File: src/rtl/skin_pkg.sv
// skin_pkg: shared thresholds, widths and FSM type for the skin segmenter.
// SKIN_LUMA_GATE_EN adds the default luma window constants.
package skin_pkg;

   localparam int DEF_IMG_W  = 320;
   localparam int DEF_IMG_H  = 240;
   localparam int DEF_CB_MIN = 77;
   localparam int DEF_CB_MAX = 127;
   localparam int DEF_CR_MIN = 133;
   localparam int DEF_CR_MAX = 173;
   localparam int DEF_CNT_W  = 17;
`ifdef SKIN_LUMA_GATE_EN
   localparam int DEF_Y_MIN  = 40;
   localparam int DEF_Y_MAX  = 235;
`endif

   typedef enum logic [1:0] {
      IDLE   = 2'd0,
      ACTIVE = 2'd1,
      FLUSH  = 2'd2
   } state_e;

   // index width for a dimension of n positions (at least 1 bit)
   function automatic int idx_w(input int n);
      return (n > 1) ? $clog2(n) : 1;
   endfunction

endpackage

File: src/rtl/skin_classifier.sv
// skin_classifier: combinational Cb/Cr (and optionally Y) skin window.
// SKIN_LUMA_GATE_EN adds the Y_MIN/Y_MAX luma window.
module skin_classifier
   import skin_pkg::*;
#(
   parameter logic [7:0] CB_MIN = 8'(DEF_CB_MIN),
   parameter logic [7:0] CB_MAX = 8'(DEF_CB_MAX),
   parameter logic [7:0] CR_MIN = 8'(DEF_CR_MIN),
   parameter logic [7:0] CR_MAX = 8'(DEF_CR_MAX)
`ifdef SKIN_LUMA_GATE_EN
   ,
   parameter logic [7:0] Y_MIN  = 8'(DEF_Y_MIN),
   parameter logic [7:0] Y_MAX  = 8'(DEF_Y_MAX)
`endif
)(
   input  logic [7:0] y_in,
   input  logic [7:0] cb_in,
   input  logic [7:0] cr_in,
   output logic       skin
);

   logic cb_ok;
   logic cr_ok;
   logic y_ok;

   assign cb_ok = (cb_in >= CB_MIN) && (cb_in <= CB_MAX);
   assign cr_ok = (cr_in >= CR_MIN) && (cr_in <= CR_MAX);

`ifdef SKIN_LUMA_GATE_EN
   assign y_ok = (y_in >= Y_MIN) && (y_in <= Y_MAX);
`else
   logic unused_y;
   assign unused_y = ^y_in;
   assign y_ok     = 1'b1;
`endif

   assign skin = cb_ok & cr_ok & y_ok;

endmodule

File: src/rtl/skin_segmenter.sv
// skin_segmenter: per-pixel skin mask plus per-frame count and bounding box.
// SKIN_LUMA_GATE_EN additionally gates the mask on a luma window.
module skin_segmenter
   import skin_pkg::*;
#(
   parameter int IMG_W  = DEF_IMG_W,
   parameter int IMG_H  = DEF_IMG_H,
   parameter int CB_MIN = DEF_CB_MIN,
   parameter int CB_MAX = DEF_CB_MAX,
   parameter int CR_MIN = DEF_CR_MIN,
   parameter int CR_MAX = DEF_CR_MAX,
`ifdef SKIN_LUMA_GATE_EN
   parameter int Y_MIN  = DEF_Y_MIN,
   parameter int Y_MAX  = DEF_Y_MAX,
`endif
   parameter int CNT_W  = DEF_CNT_W
)(
   input  logic                      clk,
   input  logic                      rst,
   input  logic                      pix_valid,
   input  logic                      pix_sof,
   input  logic [7:0]                y_in,
   input  logic [7:0]                cb_in,
   input  logic [7:0]                cr_in,
   output logic                      mask_valid,
   output logic                      mask_out,
   output logic [idx_w(IMG_W)-1:0]   mask_x,
   output logic [idx_w(IMG_H)-1:0]   mask_y,
   output logic                      frm_done,
   output logic                      frm_abort,
   output logic [CNT_W-1:0]          skin_cnt,
   output logic [idx_w(IMG_W)-1:0]   bbox_xmin,
   output logic [idx_w(IMG_W)-1:0]   bbox_xmax,
   output logic [idx_w(IMG_H)-1:0]   bbox_ymin,
   output logic [idx_w(IMG_H)-1:0]   bbox_ymax,
   output logic                      bbox_valid
);

   localparam int XW = idx_w(IMG_W);
   localparam int YW = idx_w(IMG_H);
   localparam logic [XW-1:0] X_LAST = XW'(IMG_W - 1);
   localparam logic [YW-1:0] Y_LAST = YW'(IMG_H - 1);

   state_e           state_q, state_d;
   logic [XW-1:0]    x_q, x_d;
   logic [YW-1:0]    y_q, y_d;
   logic             s1_valid_q, s1_valid_d;
   logic             s1_skin_q, s1_skin_d;
   logic             s1_sof_q, s1_sof_d;
   logic             s1_last_q, s1_last_d;
   logic [XW-1:0]    s1_x_q, s1_x_d;
   logic [YW-1:0]    s1_y_q, s1_y_d;
   logic             mask_valid_q, mask_valid_d;
   logic             mask_q, mask_d;
   logic             s2_last_q, s2_last_d;
   logic [XW-1:0]    mask_x_q, mask_x_d;
   logic [YW-1:0]    mask_y_q, mask_y_d;
   logic [CNT_W-1:0] run_cnt_q, run_cnt_d;
   logic [XW-1:0]    run_xmin_q, run_xmin_d, run_xmax_q, run_xmax_d;
   logic [YW-1:0]    run_ymin_q, run_ymin_d, run_ymax_q, run_ymax_d;
   logic             frm_done_q, frm_done_d;
   logic             frm_abort_q, frm_abort_d;
   logic [CNT_W-1:0] skin_cnt_q, skin_cnt_d;
   logic [XW-1:0]    bbox_xmin_q, bbox_xmin_d, bbox_xmax_q, bbox_xmax_d;
   logic [YW-1:0]    bbox_ymin_q, bbox_ymin_d, bbox_ymax_q, bbox_ymax_d;
   logic             bbox_valid_q, bbox_valid_d;

   logic             skin;
   logic             accept;
   logic             pix_last;
   logic [XW-1:0]    pix_x;
   logic [YW-1:0]    pix_y;

   skin_classifier #(
      .CB_MIN (8'(CB_MIN)),
      .CB_MAX (8'(CB_MAX)),
      .CR_MIN (8'(CR_MIN)),
`ifdef SKIN_LUMA_GATE_EN
      .Y_MIN  (8'(Y_MIN)),
      .Y_MAX  (8'(Y_MAX)),
`endif
      .CR_MAX (8'(CR_MAX))
   ) u_cls (
      .y_in  (y_in),
      .cb_in (cb_in),
      .cr_in (cr_in),
      .skin  (skin)
   );

   // frame FSM, raster position and stage-1 capture
   always_comb begin
      state_d     = state_q;
      x_d         = x_q;
      y_d         = y_q;
      frm_abort_d = 1'b0;
      pix_x       = pix_sof ? '0 : x_q;
      pix_y       = pix_sof ? '0 : y_q;
      pix_last    = (pix_x == X_LAST) && (pix_y == Y_LAST);
      unique case (state_q)
         IDLE:    accept = pix_valid & pix_sof;
         ACTIVE:  accept = pix_valid;
         FLUSH:   accept = pix_valid & pix_sof;
         default: accept = 1'b0;
      endcase
      if (accept) begin
         state_d     = pix_last ? FLUSH : ACTIVE;
         frm_abort_d = pix_sof & (state_q == ACTIVE);
         if (pix_last) begin
            x_d = '0;
            y_d = '0;
         end else if (pix_x == X_LAST) begin
            x_d = '0;
            y_d = pix_y + 1'b1;
         end else begin
            x_d = pix_x + 1'b1;
            y_d = pix_y;
         end
      end else if (state_q == FLUSH) begin
         state_d = IDLE;
      end
      s1_valid_d = accept;
      s1_skin_d  = accept & skin;
      s1_sof_d   = accept & pix_sof;
      s1_last_d  = accept & pix_last;
      s1_x_d     = accept ? pix_x : s1_x_q;
      s1_y_d     = accept ? pix_y : s1_y_q;
   end

   // stage 2: mask output, running accumulators, end-of-frame publish
   always_comb begin
      mask_valid_d = s1_valid_q;
      mask_d       = s1_skin_q;
      s2_last_d    = s1_last_q;
      mask_x_d     = s1_valid_q ? s1_x_q : mask_x_q;
      mask_y_d     = s1_valid_q ? s1_y_q : mask_y_q;
      run_cnt_d    = run_cnt_q;
      run_xmin_d   = run_xmin_q;
      run_xmax_d   = run_xmax_q;
      run_ymin_d   = run_ymin_q;
      run_ymax_d   = run_ymax_q;
      if (s1_sof_q) begin
         run_cnt_d  = '0;
         run_xmin_d = '1;
         run_xmax_d = '0;
         run_ymin_d = '1;
         run_ymax_d = '0;
      end
      if (s1_skin_q) begin
         run_cnt_d = run_cnt_d + 1'b1;
         if (s1_x_q < run_xmin_d) run_xmin_d = s1_x_q;
         if (s1_x_q > run_xmax_d) run_xmax_d = s1_x_q;
         if (s1_y_q < run_ymin_d) run_ymin_d = s1_y_q;
         if (s1_y_q > run_ymax_d) run_ymax_d = s1_y_q;
      end
      frm_done_d   = s2_last_q;
      skin_cnt_d   = skin_cnt_q;
      bbox_valid_d = bbox_valid_q;
      bbox_xmin_d  = bbox_xmin_q;
      bbox_xmax_d  = bbox_xmax_q;
      bbox_ymin_d  = bbox_ymin_q;
      bbox_ymax_d  = bbox_ymax_q;
      if (s2_last_q) begin
         skin_cnt_d   = run_cnt_q;
         bbox_valid_d = (run_cnt_q != '0);
         bbox_xmin_d  = bbox_valid_d ? run_xmin_q : '0;
         bbox_xmax_d  = bbox_valid_d ? run_xmax_q : '0;
         bbox_ymin_d  = bbox_valid_d ? run_ymin_q : '0;
         bbox_ymax_d  = bbox_valid_d ? run_ymax_q : '0;
      end
   end

   // all state registers with asynchronous clear
   always_ff @(posedge clk or posedge rst) begin
      if (rst) begin
         state_q      <= IDLE;
         x_q          <= '0;
         y_q          <= '0;
         s1_valid_q   <= 1'b0;
         s1_skin_q    <= 1'b0;
         s1_sof_q     <= 1'b0;
         s1_last_q    <= 1'b0;
         s1_x_q       <= '0;
         s1_y_q       <= '0;
         mask_valid_q <= 1'b0;
         mask_q       <= 1'b0;
         s2_last_q    <= 1'b0;
         mask_x_q     <= '0;
         mask_y_q     <= '0;
         run_cnt_q    <= '0;
         run_xmin_q   <= '1;
         run_xmax_q   <= '0;
         run_ymin_q   <= '1;
         run_ymax_q   <= '0;
         frm_done_q   <= 1'b0;
         frm_abort_q  <= 1'b0;
         skin_cnt_q   <= '0;
         bbox_xmin_q  <= '0;
         bbox_xmax_q  <= '0;
         bbox_ymin_q  <= '0;
         bbox_ymax_q  <= '0;
         bbox_valid_q <= 1'b0;
      end else begin
         state_q      <= state_d;
         x_q          <= x_d;
         y_q          <= y_d;
         s1_valid_q   <= s1_valid_d;
         s1_skin_q    <= s1_skin_d;
         s1_sof_q     <= s1_sof_d;
         s1_last_q    <= s1_last_d;
         s1_x_q       <= s1_x_d;
         s1_y_q       <= s1_y_d;
         mask_valid_q <= mask_valid_d;
         mask_q       <= mask_d;
         s2_last_q    <= s2_last_d;
         mask_x_q     <= mask_x_d;
         mask_y_q     <= mask_y_d;
         run_cnt_q    <= run_cnt_d;
         run_xmin_q   <= run_xmin_d;
         run_xmax_q   <= run_xmax_d;
         run_ymin_q   <= run_ymin_d;
         run_ymax_q   <= run_ymax_d;
         frm_done_q   <= frm_done_d;
         frm_abort_q  <= frm_abort_d;
         skin_cnt_q   <= skin_cnt_d;
         bbox_xmin_q  <= bbox_xmin_d;
         bbox_xmax_q  <= bbox_xmax_d;
         bbox_ymin_q  <= bbox_ymin_d;
         bbox_ymax_q  <= bbox_ymax_d;
         bbox_valid_q <= bbox_valid_d;
      end
   end

   assign mask_valid = mask_valid_q;
   assign mask_out   = mask_q;
   assign mask_x     = mask_x_q;
   assign mask_y     = mask_y_q;
   assign frm_done   = frm_done_q;
   assign frm_abort  = frm_abort_q;
   assign skin_cnt   = skin_cnt_q;
   assign bbox_xmin  = bbox_xmin_q;
   assign bbox_xmax  = bbox_xmax_q;
   assign bbox_ymin  = bbox_ymin_q;
   assign bbox_ymax  = bbox_ymax_q;
   assign bbox_valid = bbox_valid_q;

endmodule
File: config.mk
export PLATFORM = sky130hd
export DESIGN_NAME = skin_segmenter
export DESIGN_NICKNAME = d
export VERILOG_FILES = /design/src/rtl/skin_pkg.sv /design/src/rtl/skin_classifier.sv /design/src/rtl/skin_segmenter.sv
export SDC_FILE = /design/constraint.sdc
export NUM_CORES = 1
export LEC_CHECK = 0
export CORE_UTILIZATION = 33
export CTS_CLUSTER_DIAMETER = 50
export DETAILED_ROUTE_END_ITERATION = 16
export DONT_BUFFER_PORTS = 1
export HOLD_SLACK_MARGIN = 0.05
export SLEW_MARGIN = 15
export SYNTH_ARGS = -nofsm -noshare
export SYNTH_HDL_FRONTEND = slang
export SYNTH_SLANG_ARGS = --single-unit
File: constraint.sdc
create_clock -name clk -period 6.03 [get_ports clk]
set_input_delay 1.206 -clock clk [delete_from_list [all_inputs] [get_ports clk]]
set_output_delay 1.206 -clock clk [all_outputs]
set_load 0.02 [all_outputs]
* Word level (Yosys, flattened, before mapping)
Index checks and enable logic that the tools add are counted.
** Storage, ports and cells
- Bits in registers :: 165
- Memories :: 0
- Bits in latches :: 0
- Word-level logic and storage cells :: 84
- Bits in writable memories :: 0
- Output and inout bits :: 73
- Memory bits (read-only) :: 0
- Input port bits :: 28
** Operators by class
- Div/mod/pow operators :: 0
- Reduce and logical (&&, ||, !) cells :: 7
- Multiply operators :: 0
- $add $sub $neg :: 3
- Eq/ne operators :: 4
- Mux-type cells :: 29
- Magnitude comparators :: 8
- Bitwise gates (word level) :: 6
- Shift-type cells :: 0
** Operators by type and width (number)
- $mux 9 :: 11
- $mux 8 :: 11
- $mux 17 :: 2
- $add 17x1->17 const B :: 1
- $reduce_bool 17->1 :: 1
- $add 9x1->9 const B :: 1
- $eq 9x9->1 const B :: 1
- $gt 9x9->1 :: 1
- $lt 9x9->1 :: 1
- $add 8x1->8 const B :: 1
- $eq 8x8->1 const B :: 1
- $ge 8x7->1 const B :: 1
- $ge 8x8->1 const B :: 1
- $gt 8x8->1 :: 1
- $le 8x7->1 const B :: 1
- $le 8x8->1 const B :: 1
- $lt 8x8->1 :: 1
- $and 1x1->1 :: 6
- $mux 2 :: 3
- $logic_and 1x1->1 :: 3
- $eq 2x1->1 const B :: 1
- $eq 2x2->1 const B :: 1
- $logic_not 2->1 :: 1
- $pmux 1 s2 :: 1
- other kinds (3) :: 3

* Longest topological paths before layout
Gate-level depths: netlist of run 1.
- Depth in word-level cells :: 5
- Gate-level depth with buffers :: 10
- Mapped depth without buffers :: 8

* Hierarchy
From an unflattened synthesis of run 1, not the netlist that was laid out.
** Second synthesis, totals
- Cell total of the unflattened synthesis :: 655
- Area, all modules :: 7663.6 um2
** By module, submodules not included
- skin_segmenter :: cells an instance 646, area each 7603.5 um2, instances 1, seq. area each 4150.2 um2
- skin_classifier :: cells an instance 9, area each 60.1 um2, instances 1, seq. area each 0.0 um2

* Worst setup path before layout of run 1
OpenSTA, ideal clock, no wires.
- Path type :: input port to flip-flop
- From :: input pix_sof
- To :: register y_q[5]
- Required time :: 5912 ps
- Path slack :: 3079 ps
- Arrival :: 2833 ps
- Buffers on the path :: 3
- Stages on the path :: 10
- Library setup time :: 118 ps
- Cells stage by stage :: clkbuf_1 -> clkbuf_1 -> nor2b_1 -> ha_1 -> nand3_1 -> nor3_4 -> buf_6 -> o21a_1 -> o21ai_0 -> a21o_1
** On the way
- Cells in the longest elaborated chain, start to end :: 4
- Elaborated cells between the ends (all ways) :: 10
- Classes of those cells :: add/sub (1); eq/ne (2); mux (5); bitwise (1); reduce/logical (1)
** Ends and longest elaborated chain
- from (decl) :: RTL line skin_segmenter.sv:21 : input logic pix_sof,
- $mux 9 * :: RTL line skin_segmenter.sv:96 : pix_x = pix_sof ? '0 : x_q;
- net pix_x[0] :: RTL line skin_segmenter.sv:71 : logic [XW-1:0] pix_x;
- $eq 9x9->1 * :: RTL line skin_segmenter.sv:98, skin_segmenter.sv:111
- $mux 8 or $logic_and 1x1->1 (tied branches) :: RTL line skin_segmenter.sv:111, skin_segmenter.sv:98
- $mux 8 * :: RTL line skin_segmenter.sv:108 : if (pix_last) begin
- to (signal assigned) :: RTL line skin_segmenter.sv:205 : y_q <= y_d;
- to (decl) :: RTL line skin_segmenter.sv:46 : logic [YW-1:0] y_q, y_d;
Mark *: on every way through the listed nets, which the timed path passes. The rest lies on a longest branch.
A chain may end at the register's enable or synchronous reset.

* Final worst setup path of run 1
- From :: register s1_sof_q
- To :: register run_xmax_q[0]
** On the way
- Cells in the longest elaborated chain, start to end :: 4
** Ends and longest elaborated chain
- from (decl) :: RTL line skin_segmenter.sv:49 : logic s1_sof_q, s1_sof_d;
- from (signal assigned) :: RTL line skin_segmenter.sv:208 : s1_sof_q <= s1_sof_d;
- $mux 9 * :: RTL line skin_segmenter.sv:141 : if (s1_sof_q) begin
- $gt 9x9->1 :: RTL line skin_segmenter.sv:151 : if (s1_x_q > run_xmax_d) run_xmax_d = s1_x_q;
- $mux 9 :: RTL line skin_segmenter.sv:151
- $mux 9 * :: RTL line skin_segmenter.sv:148 : if (s1_skin_q) begin
- net run_xmax_d[0] :: RTL line skin_segmenter.sv:59 : logic [XW-1:0] run_xmin_q, run_xmin_d, run_xmax_q, run_xmax_d;
- to (signal assigned) :: RTL line skin_segmenter.sv:219 : run_xmax_q <= run_xmax_d;
- to (decl) :: RTL line skin_segmenter.sv:59
Marks and branches as above.

==> results of run 1 <==
[how the worst min path moves through the flow]
stage	from	to	slack (ps)
5_1_grt	s1_last_q	frm_done_d	370
3_3_place_gp	s1_last_q	frm_done_d	340
3_5_place_dp	s1_last_q	frm_done_d	340
4_1_cts	s1_last_q	frm_done_d	360
2_1_floorplan	s1_last_q	frm_done_d	330
6_report	s1_last_q	frm_done_d	360
[power breakdown]
| part | switching [mW] | leakage (nW) | total, mW | internal [mW] |
|---|---|---|---|---|
| logic | 0.0639 | 1.55 | 0.0971 | 0.0332 |
| clock network | 0.459 | 0.272 | 1.07 | 0.615 |
| registers | 0.0263 | 2.23 | 1.16 | 1.13 |
| total | 0.550 | 4.05 | 2.33 | 1.78 |
[state kept, by name, summed over array words and instances (netlist names), 2 cells and up]
name        flops
bbox_xmax       9
mask_y          8
skin_cnt       17
s1_x_q          9
state_q         2
bbox_ymax       8
bbox_xmin       9
bbox_ymin       8
mask_x          9
run_ymax_q      8
run_xmax_q      9
run_ymin_q      8
y_q             8
run_cnt_q      17
run_xmin_q      9
s1_y_q          8
x_q             9
[cell usage after synthesis, drive strengths merged (17+ instances only)]
cell	n	area, um^2
a21oi	17	85.08
a22o	35	306.5
clkbuf	20	75.07
dfrtp	148	3704
dfstp	17	446.7
ha	35	437.9
inv	29	108.9
mux2	40	450.4
mux2i	32	320.3
nand2	33	131.4
nand2b	23	143.9
nand4	20	125.1
nor2	43	161.4
o21ai	38	190.2
[cell type report]
cell class              instances  area [um^2]  share of cell area (%)
clock buffers                  19        432.9                   5.133
clock inverters                13        146.4                   1.736
inverters                      29        113.9                   1.350
multi-input cells             426         3204                   37.99
flip-flops and latches        165         4150                   49.21
well taps                     285        356.6                   4.228
repair buffers                  4        30.03                  0.3560
[cells by family (layout without fill, tap and decap cells)]
family	after synthesis	after routing	synth area share (%)
AOI/OAI and AO/OA	124	124	11.33
xor gates and xnor gates	16	16	1.847
adders and majority gates	35	35	5.771
buffers and inverters	59	65	3.116
DFF	165	165	54.69
muxes	72	72	10.16
and+or+nand+nor	179	179	13.09
[through the flow]
stage | setup WS, ps | cells | area [um^2] | hold WS (ps)
after global placement | 2987 | 909 | 7855 | 336.2
after global routing | 3162 | 941 | 8434 | 366.6
after detailed placement | 2990 | 909 | 7855 | 336.3
after CTS | 3335 | 941 | 8434 | 355.9
after floorplan | 390.5 | 650 | 7589 | 331.2
final | 3344 | 941 | 8434 | 357.4
[per-layer routing]
layer  up-vias  wire length (um)  global-route usage, %  part of all wire [%]
li1       2329                 -                      -                     -
met1      2434              7893                  20.21                    48
met2       115              7322                  22.66                    44
met3        22               966                  4.989                   5.9
met4         0               290                  5.095                   1.8
met5         -                 0                      0                     0
==> qor.csv, run 1 <==
stage,metric,value,unit
clocking,H-tree depth,4,
global_routing,vias in the first global route,5009,
die,# IOs,101,
setup_path,CP Depth,7,
placed_design,GPL Wtd Cong,0.7446,
synth,post-synth cell types,56,
sta,crit share post-route,44.54,%
global_routing,largest net degree at the start of global routing,113,
route,drt first-iter violations,303,
synth,Post-synth EDFFs,0,
finish,Final nets,706,
sta,Period minus WS final,2686,ps
finish,final core utilization,37.37,%
finish,Filler cells,2174,
die,Row Count,55,
setup_path,worst-path cell chain,"buf_4, nand2b_1, ha_1, nand4_1, nor3_1, o311a_1, mux2_2",
global_routing,first-pass GRT wire length,27950,um
hold_path,worst min-delay path category,reg -> reg,
setup_path,CP Buf/Inv Count,1,
setup_path,slowest CP cell,o311a_1,
synth,synthesized flop and latch total,165,
setup_path,worst reg2reg path depth,7,
clocking,clk root buf,clkbuf_16,
synth,"Primary FF master, synth",dfrtp_1,
global_routing,gr usage total,15.04,%
setup_path,CP startpoint,s1_sof_q,
clocking,CTS tree,done,
synth,"FFs w/ async S/R, synth",100.0,%
clocking,Worst-Skew Late Latency,430,ps
global_routing,initial antenna violation count,0,
sta,final slew viol count,0,
sta,Highest Clock Rate,0.3723,GHz
setup_path,critical path launch point type,register,
setup_path,crit path capture type,register,
setup_path,"Largest delay share family, worst path",simple AND/OR/NAND/NOR gates,
die,core area,22570,um^2
synth,Synth Cell Area,7589,um^2
setup_path,FF-to-FF setup slack,3340,ps
setup_path,CP peak stage delay,600,ps
die,Die ar.,23610,um^2
finish,most frequent cells in the layout,"dfrtp_1 (148), nor2_1 (42), mux2_2 (40), o21ai_0 (37)",
route,Remaining DRCs,0,
route,final wirelength,16470,um
synth,mean area per synthesized cell,11.67,um^2
pwr,Max IR drop VDD,0.1232,mV
placed_design,dpl hpwl,11000,um
sta,Final setup viols,0,
finish,antenna diode count,0,
route,drt pass-1 iters,4,
finish,"most common cell after layout, fill and taps aside",dfrtp_1,
sta,worst-margin pin slew,1014,ps
hold_path,worst hold stages,0,
clocking,"Setup Fix Bufs, Post-CTS",0,
setup_path,reg2reg start,s1_sof_q,
sta,Post-Route Skew,10.36,ps
run,MaxCap Viol Count,0,
synth,syn nets,713,
setup_path,RR Endpoint,run_xmax_q[0],
sta,RSZ-0062 raised after global routing,false,
route,routed via count,4900,
clocking,Worst-path clk slew,70,ps
pwr,Lkg Pwr,4.053,nW
placed_design,IO buf count,0,
clocking,"Hold-fix buffers, CTS",0,
clocking,Num Clock Sinks,165,
route,Final ANT Viol Nets,0,
global_routing,Overflow after GRT,0,
route,DR vias/cell,5.207,
setup_path,critical path class,reg -> reg,
sta,Fin. Hold Viols,0,
pwr,power per cell area,276.3,nW/um^2
setup_path,largest fanout on the critical path,53,
setup_path,CP endpoint,run_xmax_q[0],
synth,cell count after synthesis,650,
clocking,TritonCTS buffer count,17,
die,die width,153.6,um
clocking,Clock Tree Buf Depth,2,
synth,yosys warns,0,
die,starting density of the core,33.62,%
route,WL/cell,17.51,um
finish,"Area growth, synth to finish",11.15,%
setup_path,worst path arrival time,3000,ps
clocking,post-cts resize count,0,
setup_path,Worst EP required,6340,ps
finish,fraction of layout cells with a size suffix above 1,15.70,%
status,outcome,completed,
sta,Max-slew headroom,31.98,%
die,die span in y,153.6,um
synth,sequential share of the synthesized area,54.69,%
sta,sum of negative setup slack,0,ps
pwr,Power Total,2.331,mW
(Power assumes the default switching activity.)
==> run 2, diff against run 1 <==
ABC_AREA = 1   (was default)
clock period = 2.45 ns   (was 6.03 ns; I/O delays follow)
==> run 2 against run 1 <==
  * Fmax up 21%
  * Setup slack got worse by 3100 ps
  * Die area up 6.0%
  * Synthesized cell count is 52% higher
  * Register-to-register slack got worse by 3100 ps
  * Via count rose by 26%
  * Critical path depth grew 4
  * First-iteration DRC count up 32%
  * Non-clock buffer count grew 12
  * Sequential share of layout area is 3.4 points lower
  * Cell count rose by 40%
  * Area after synthesis increased by 6.0%
  * Critical path type unchanged
  * Highest routed layer unchanged
==> qor.csv, run 2 <==
stage,metric,value,unit
route,routed via count,6178,
setup_path,CP endpoint,run_ymax_q[4],
synth,sequential share of the synthesized area,51.58,%
finish,Final nets,1053,
setup_path,RR Endpoint,run_ymax_q[4],
hold_path,worst min-delay path category,in -> reg,
finish,"most common cell after layout, fill and taps aside",nand2_1,
synth,post-synth cell types,39,
synth,leading cell types by count after synthesis,"nand2_1 (313), dfrtp_1 (148), inv_1 (107)",
global_routing,Overflow after GRT,0,
synth,top-count cell post-synth,nand2_1,
placed_design,dpl hpwl,13190,um
synth,yosys warns,0,
clocking,H-tree depth,4,
synth,Synth area leader,dfrtp_1,
pwr,power per cell area,653.1,nW/um^2
synth,mean area per synthesized cell,8.128,um^2
setup_path,Worst EP required,2780,ps
finish,"Area growth, synth to finish",12.58,%
die,starting density of the core,33.98,%
sta,Period minus WS final,2212,ps
setup_path,CP most frequent cell,nand2_1,
synth,Area contributors post-synth,"dfrtp_1 (46%), nand2_1 (15%), dfstp_2 (5.6%)",
sta,RSZ-0062 raised after global routing,false,
global_routing,gr usage total,16.16,%
synth,Synth Cell Area,8046,um^2
sta,final slew viol count,0,
synth,synthesized flop and latch total,165,
route,WL/cell,14.12,um
die,die width,158.2,um
sta,Post-Route Skew,10.41,ps
route,Remaining DRCs,0,
pwr,Sw Ratio,24.40,%
placed_design,IO buf count,0,
synth,syn nets,1053,
pwr,Max IR drop VDD,0.4314,mV
finish,antenna diode count,0,
sta,final worst slack,237.8,ps
synth,"FFs w/ async S/R, synth",100.0,%
route,Final ANT Viol Nets,0,
clocking,Worst-Skew Late Latency,440,ps
setup_path,crit path capture type,register,
setup_path,worst-path cell chain,"inv_4, buf_4, nand2_1, ha_1, nand2_1, o21ai_0, nand2_1, nand2_1, nand2_1, nand2_1, nand2_1",
setup_path,CP Depth,11,
clocking,Clock Tree Buf Depth,2,
global_routing,first-pass GRT wire length,31230,um
clocking,CTS tree,done,
pwr,sequential share of power,48.6,%
route,final wirelength,18650,um
setup_path,worst reg2reg path depth,11,
clocking,Num Clock Sinks,165,
run,MaxCap Viol Count,0,
sta,worst-margin pin slew,529.8,ps
pwr,NetSw,1.444,mW
sta,Highest Clock Rate,0.4520,GHz
clocking,TritonCTS buffer count,17,
synth,Post-synth EDFFs,0,
setup_path,CP Buf/Inv Count,2,
route,drt first-iter violations,399,
finish,most frequent cells in the layout,"nand2_1 (312), dfrtp_1 (148), inv_1 (105), nor2_1 (91), nand3_1 (82)",
setup_path,"Largest delay share family, worst path",simple AND/OR/NAND/NOR gates,
setup_path,largest fanout on the critical path,15,
setup_path,CP startpoint,s1_sof_q,
placed_design,pre-CTS WS,209.2,ps
clocking,clk root buf,clkbuf_16,
route,DR vias/cell,4.677,
synth,"Primary FF master, synth",dfrtp_1,
finish,fraction of layout cells with a size suffix above 1,8.683,%
global_routing,vias in the first global route,6114,
sta,Fin. Hold Viols,0,
clocking,Worst-path clk slew,70,ps
sta,Max-slew headroom,64.46,%
setup_path,worst path arrival time,2540,ps
setup_path,CP peak stage delay,500,ps
sta,crit share post-route,90.30,%
die,Row Count,56,
synth,share of the synthesized area in the top cell type,46.03,%
setup_path,reg2reg start,s1_sof_q,
route,drt pass-1 iters,5,
global_routing,largest net degree at the start of global routing,90,
die,core area,23680,um^2
placed_design,GPL Wtd Cong,0.8428,
die,die span in y,158.2,um
pwr,internal power,4.472,mW
setup_path,slowest CP cell,dfrtp_1,
status,outcome,completed,
sta,hold_ws,208.5,ps
pwr,Clock power frac,46.8,%
pwr,Comb pwr share,4.6,%
pwr,Lkg Pwr,4.679,nW
die,Die ar.,25010,um^2
setup_path,critical path launch point type,register,
global_routing,initial antenna violation count,0,
die,# IOs,101,
synth,cell count after synthesis,990,
setup_path,FF-to-FF setup slack,240,ps
setup_path,critical path class,reg -> reg,
sta,Final setup viols,0,
==> run 2: cell count changes in the layout (fill, tap and decap cells not counted), moves of 23 or more <==
cell,before,now
nand2_1,32,312
inv_1,26,105
nand3_1,9,82
nor2_1,42,91
mux2_2,40,0
a22o_1,35,0
mux2i_1,32,0
nand2b_1,23,0
o21ai_0,37,60
==> run 2: layout make-up <==
class | instances | area, um^2
clock inverter | 11 | 137.6
clock buffer | 20 | 466.7
timing repair buffer | 16 | 172.7
tap | 319 | 399.1
sequential | 165 | 4150
fill | 2453 | 14620
multi-input combinational | 679 | 3309
inverter | 111 | 422.9
==> run 2: cells by family (layout without fill, tap and decap cells) <==
family / after synthesis / after routing / share of synthesized area (%)
adder cells (fa/ha/maj): 35 / 35 / 5.442
AND/OR/NAND/NOR: 519 / 519 / 26.85
XOR/XNOR: 15 / 15 / 1.633
flip-flops: 165 / 165 / 51.58
buffers and inverters: 146 / 158 / 7.324
AO/OA/AOI/OAI: 110 / 110 / 7.168
==> run 2: worst register-to-register path, stage by stage (launching register included) <==
cell and delay, ps:
dfrtp_1 500, inv_4 160, buf_4 240, nand2_1 130, ha_1 310, nand2_1 70, o21ai_0 180, nand2_1 70
nand2_1 80, nand2_1 190, nand2_1 130, nand2_1 60
==> run 2: through the flow <==
stage | cells | power, mW | utilization [%] | TNS [ps] | cell area (um^2)
final | 1321 | 5.916 | 38.25 | 0 | 9059
after global routing | 1321 | 6.122 | 38.25 | 0 | 9059
after CTS | 1321 | 5.996 | 38.23 | 0 | 9054
after detailed placement | 1289 | 3.204 | 35.64 | 0 | 8439
after global placement | 1289 | 3.196 | 35.64 | 0 | 8439
after floorplan | 990 | 3.110 | - | -18490 | 8050
==> run 2: power groups by stage <==
| stage | combinational (mW) | clock (mW) | sequential, mW |
|---|---|---|---|
| detailed placement | 0.280 | 0 | 2.92 |
| floorplan | 0.208 | 0 | 2.90 |
| CTS | 0.283 | 2.84 | 2.87 |
| global route | 0.321 | 2.92 | 2.88 |
| global placement | 0.272 | 0 | 2.92 |
| finish | 0.275 | 2.77 | 2.87 |
==> run 2: routing by layer <==
layer  wire (um)  track usage (%)  vias up
li1            -                -     3145
met2        8274            25.44      118
met1        8939            21.25     2891
met5           0                0        -
met3        1137            4.462       24
met4         294            5.495        0
==> run 2: timing repair <==
item	4_1_cts	5_1_grt
setup buffers	0	0
gates resized for setup	0	2
hold endpoints to repair	14	0
endpoints found under the setup margin	0	15
hold buffers	1	0
==> run 2: how the worst min path moves through the flow <==
stage	start	endpoint	slack [ps]	cells past startpoint
after floorplan	s1_last_q	frm_done_d	330	0
after global placement	s1_last_q	frm_done_d	340	0
after detailed placement	s1_last_q	frm_done_d	340	0
after CTS	cb_in[6]	mask_d	190	2
after global routing	cb_in[6]	mask_d	210	2
final	cb_in[6]	mask_d	210	2
==> run 3, diff against run 2 <==
CTS_CLUSTER_DIAMETER = 60   (was 50)
clock period = 2.1 ns   (was 2.45 ns; I/O delays follow)
==> run 3 against run 2 <==
  * Clock-buffer cell count stayed put
  * Routed wire length about the same
  * Sequential share of layout area shrank 0.75 points
  * Worst hold slack worse by 62 ps
  * Critical endpoint is now run_ymax_q[6]
  * Largest power group unchanged
==> qor.csv, run 3 (synthesized netlist as in run 2, its figures left out) <==
stage,metric,value,unit
hold_path,worst min-delay path category,in -> reg,
die,Row Count,56,
setup_path,CP endpoint,run_ymax_q[6],
global_routing,gr usage total,16.20,%
finish,Filler cells,2463,
clocking,clk root buf,clkbuf_16,
route,DR vias/cell,4.642,
run,MaxCap Viol Count,0,
clocking,CTS tree,done,
pwr,NetSw,1.620,mW
placed_design,GPL Wtd Cong,0.8430,
sta,Post-Route Skew,21.04,ps
setup_path,CP peak stage delay,440,ps
route,routed via count,6197,
clocking,Worst-Skew Late Latency,440,ps
setup_path,CP startpoint,s1_sof_q,
die,# IOs,101,
route,Final ANT Viol Nets,0,
sta,Max-slew headroom,65.28,%
sta,Final setup viols,0,
sta,Highest Clock Rate,0.5162,GHz
sta,final slew viol count,0,
pwr,Power Total,6.979,mW
pwr,Lkg Pwr,4.754,nW
setup_path,RR Endpoint,run_ymax_q[6],
placed_design,IO buf count,0,
setup_path,slowest CP cell,dfrtp_2,
setup_path,CP Depth,10,
pwr,internal power,5.359,mW
sta,RSZ-0062 raised after global routing,false,
pwr,Max IR drop VDD,0.3896,mV
setup_path,worst path arrival time,2300,ps
finish,"most common cell after layout, fill and taps aside",nand2_1,
setup_path,CP Buf/Inv Count,3,
setup_path,critical path launch point type,register,
pwr,power per cell area,757.6,nW/um^2
placed_design,DP Area,8544,um^2
setup_path,FF-to-FF setup slack,160,ps
route,drt first-iter violations,389,
clocking,TritonCTS buffer count,17,
global_routing,vias in the first global route,6153,
setup_path,crit path capture type,register,
finish,antenna diode count,0,
die,Die ar.,25010,um^2
setup_path,critical path class,reg -> reg,
setup_path,CP most frequent cell,nand2_1,
placed_design,dpl hpwl,13460,um
finish,final design instance area without fill,9211,um^2
route,WL/cell,13.96,um
pwr,Clock power frac,47.2,%
global_routing,first-pass GRT wire length,31190,um
setup_path,largest fanout on the critical path,15,
global_routing,largest net degree at the start of global routing,73,
pwr,sequential share of power,48.0,%
global_routing,initial antenna violation count,0,
sta,crit share post-route,92.25,%
finish,most frequent cells in the layout,"nand2_1 (309), dfrtp_1 (147), inv_1 (105), nor2_1 (88), nand3_1 (82)",
setup_path,"Largest delay share family, worst path",buffers and inverters,
setup_path,reg2reg start,s1_sof_q,
route,final wirelength,18630,um
die,starting density of the core,33.98,%
finish,Final nets,1066,
clocking,Worst-path clk slew,60,ps
status,outcome,completed,
global_routing,Overflow after GRT,0,
sta,worst-margin pin slew,519.8,ps
sta,Fin. Hold Viols,0,
clocking,Num Clock Sinks,165,
route,Remaining DRCs,0,
die,core area,23680,um^2
clocking,H-tree depth,4,
setup_path,worst-path cell chain,"inv_4, buf_12, nand2_1, ha_1, nand2_1, nor2_1, a21oi_2, buf_4, nand3_1, nand2_1",
setup_path,Worst EP required,2460,ps
pwr,Sw Ratio,23.21,%
finish,"Area growth, synth to finish",14.48,%
die,die width,158.2,um
pwr,Comb pwr share,4.8,%
finish,fraction of layout cells with a size suffix above 1,10.33,%
sta,Period minus WS final,1937,ps
route,drt pass-1 iters,4,
die,die span in y,158.2,um
setup_path,worst reg2reg path depth,10,
clocking,Clock Tree Buf Depth,2,
## run 3: changes by cell type in the layout (fill, tap and decap cells not counted), sizes merged
cell	before	now
bufinv	2	4
clkinv	4	7
buf	15	28
inv	114	110
## run 3: stage by stage
step | setup slack (ps) | setup TNS [ps] | hold slack [ps] | cells | util [%]
3_3_place_gp | 80.61 | 0 | 354.4 | 1301 | 36.08
4_1_cts | 19.74 | 0 | 129.0 | 1334 | 38.74
3_5_place_dp | 38.92 | 0 | 359.5 | 1301 | 36.08
5_1_grt | 3.062 | 0 | 135.0 | 1335 | 38.89
2_1_floorplan | -404.9 | -59930 | 331.2 | 990 | -
6_report | 162.7 | 0 | 146.7 | 1335 | 38.89
## run 3: area by class of cell
class / count / area (um^2) / area share [%]
sequential: 165 / 4151 / 45.07
multi-input combinational: 679 / 3337 / 36.23
clock buffer: 20 / 436.7 / 4.741
inverter: 111 / 422.9 / 4.591
tap: 319 / 399.1 / 4.333
timing repair buffer: 29 / 282.8 / 3.070
clock inverter: 12 / 181.4 / 1.970
## run 3: worst min-delay path by stage
stage	start	to	cells after the start
after floorplan	s1_last_q	frm_done_d	0
after global placement	rst	bbox_xmax[3]	1
after detailed placement	rst	bbox_xmax[3]	1
after CTS	cb_in[6]	mask_d	2
after global routing	cb_in[6]	mask_d	2
final	cb_in[6]	mask_d	2
## run 3: timing repair
item / CTS / global route
resized for setup: 1 / 10
endpoints found under the hold margin: 17 / 0
hold buffers: 1 / 0
pin swaps: 0 / 1
setup buffers: 0 / 1
setup endpoints to repair: 3 / 30
## run 3: metal layers
metal / GRT usage (%) / wire length [um] / up-vias
li1: - / - / 3150
met1: 21.43 / 8917 / 2926
met2: 25.29 / 8482 / 105
met3: 4.736 / 1020 / 16
met4: 5.220 / 210 / 0
met5: 0 / 0 / -
## run 3: power by group through the flow
stage,registers [mW],logic (mW),clock network [mW]
6_report,3.35,0.333,3.30
3_5_place_dp,3.41,0.335,0
5_1_grt,3.36,0.390,3.51
2_1_floorplan,3.39,0.242,0
3_3_place_gp,3.41,0.329,0
4_1_cts,3.35,0.340,3.37
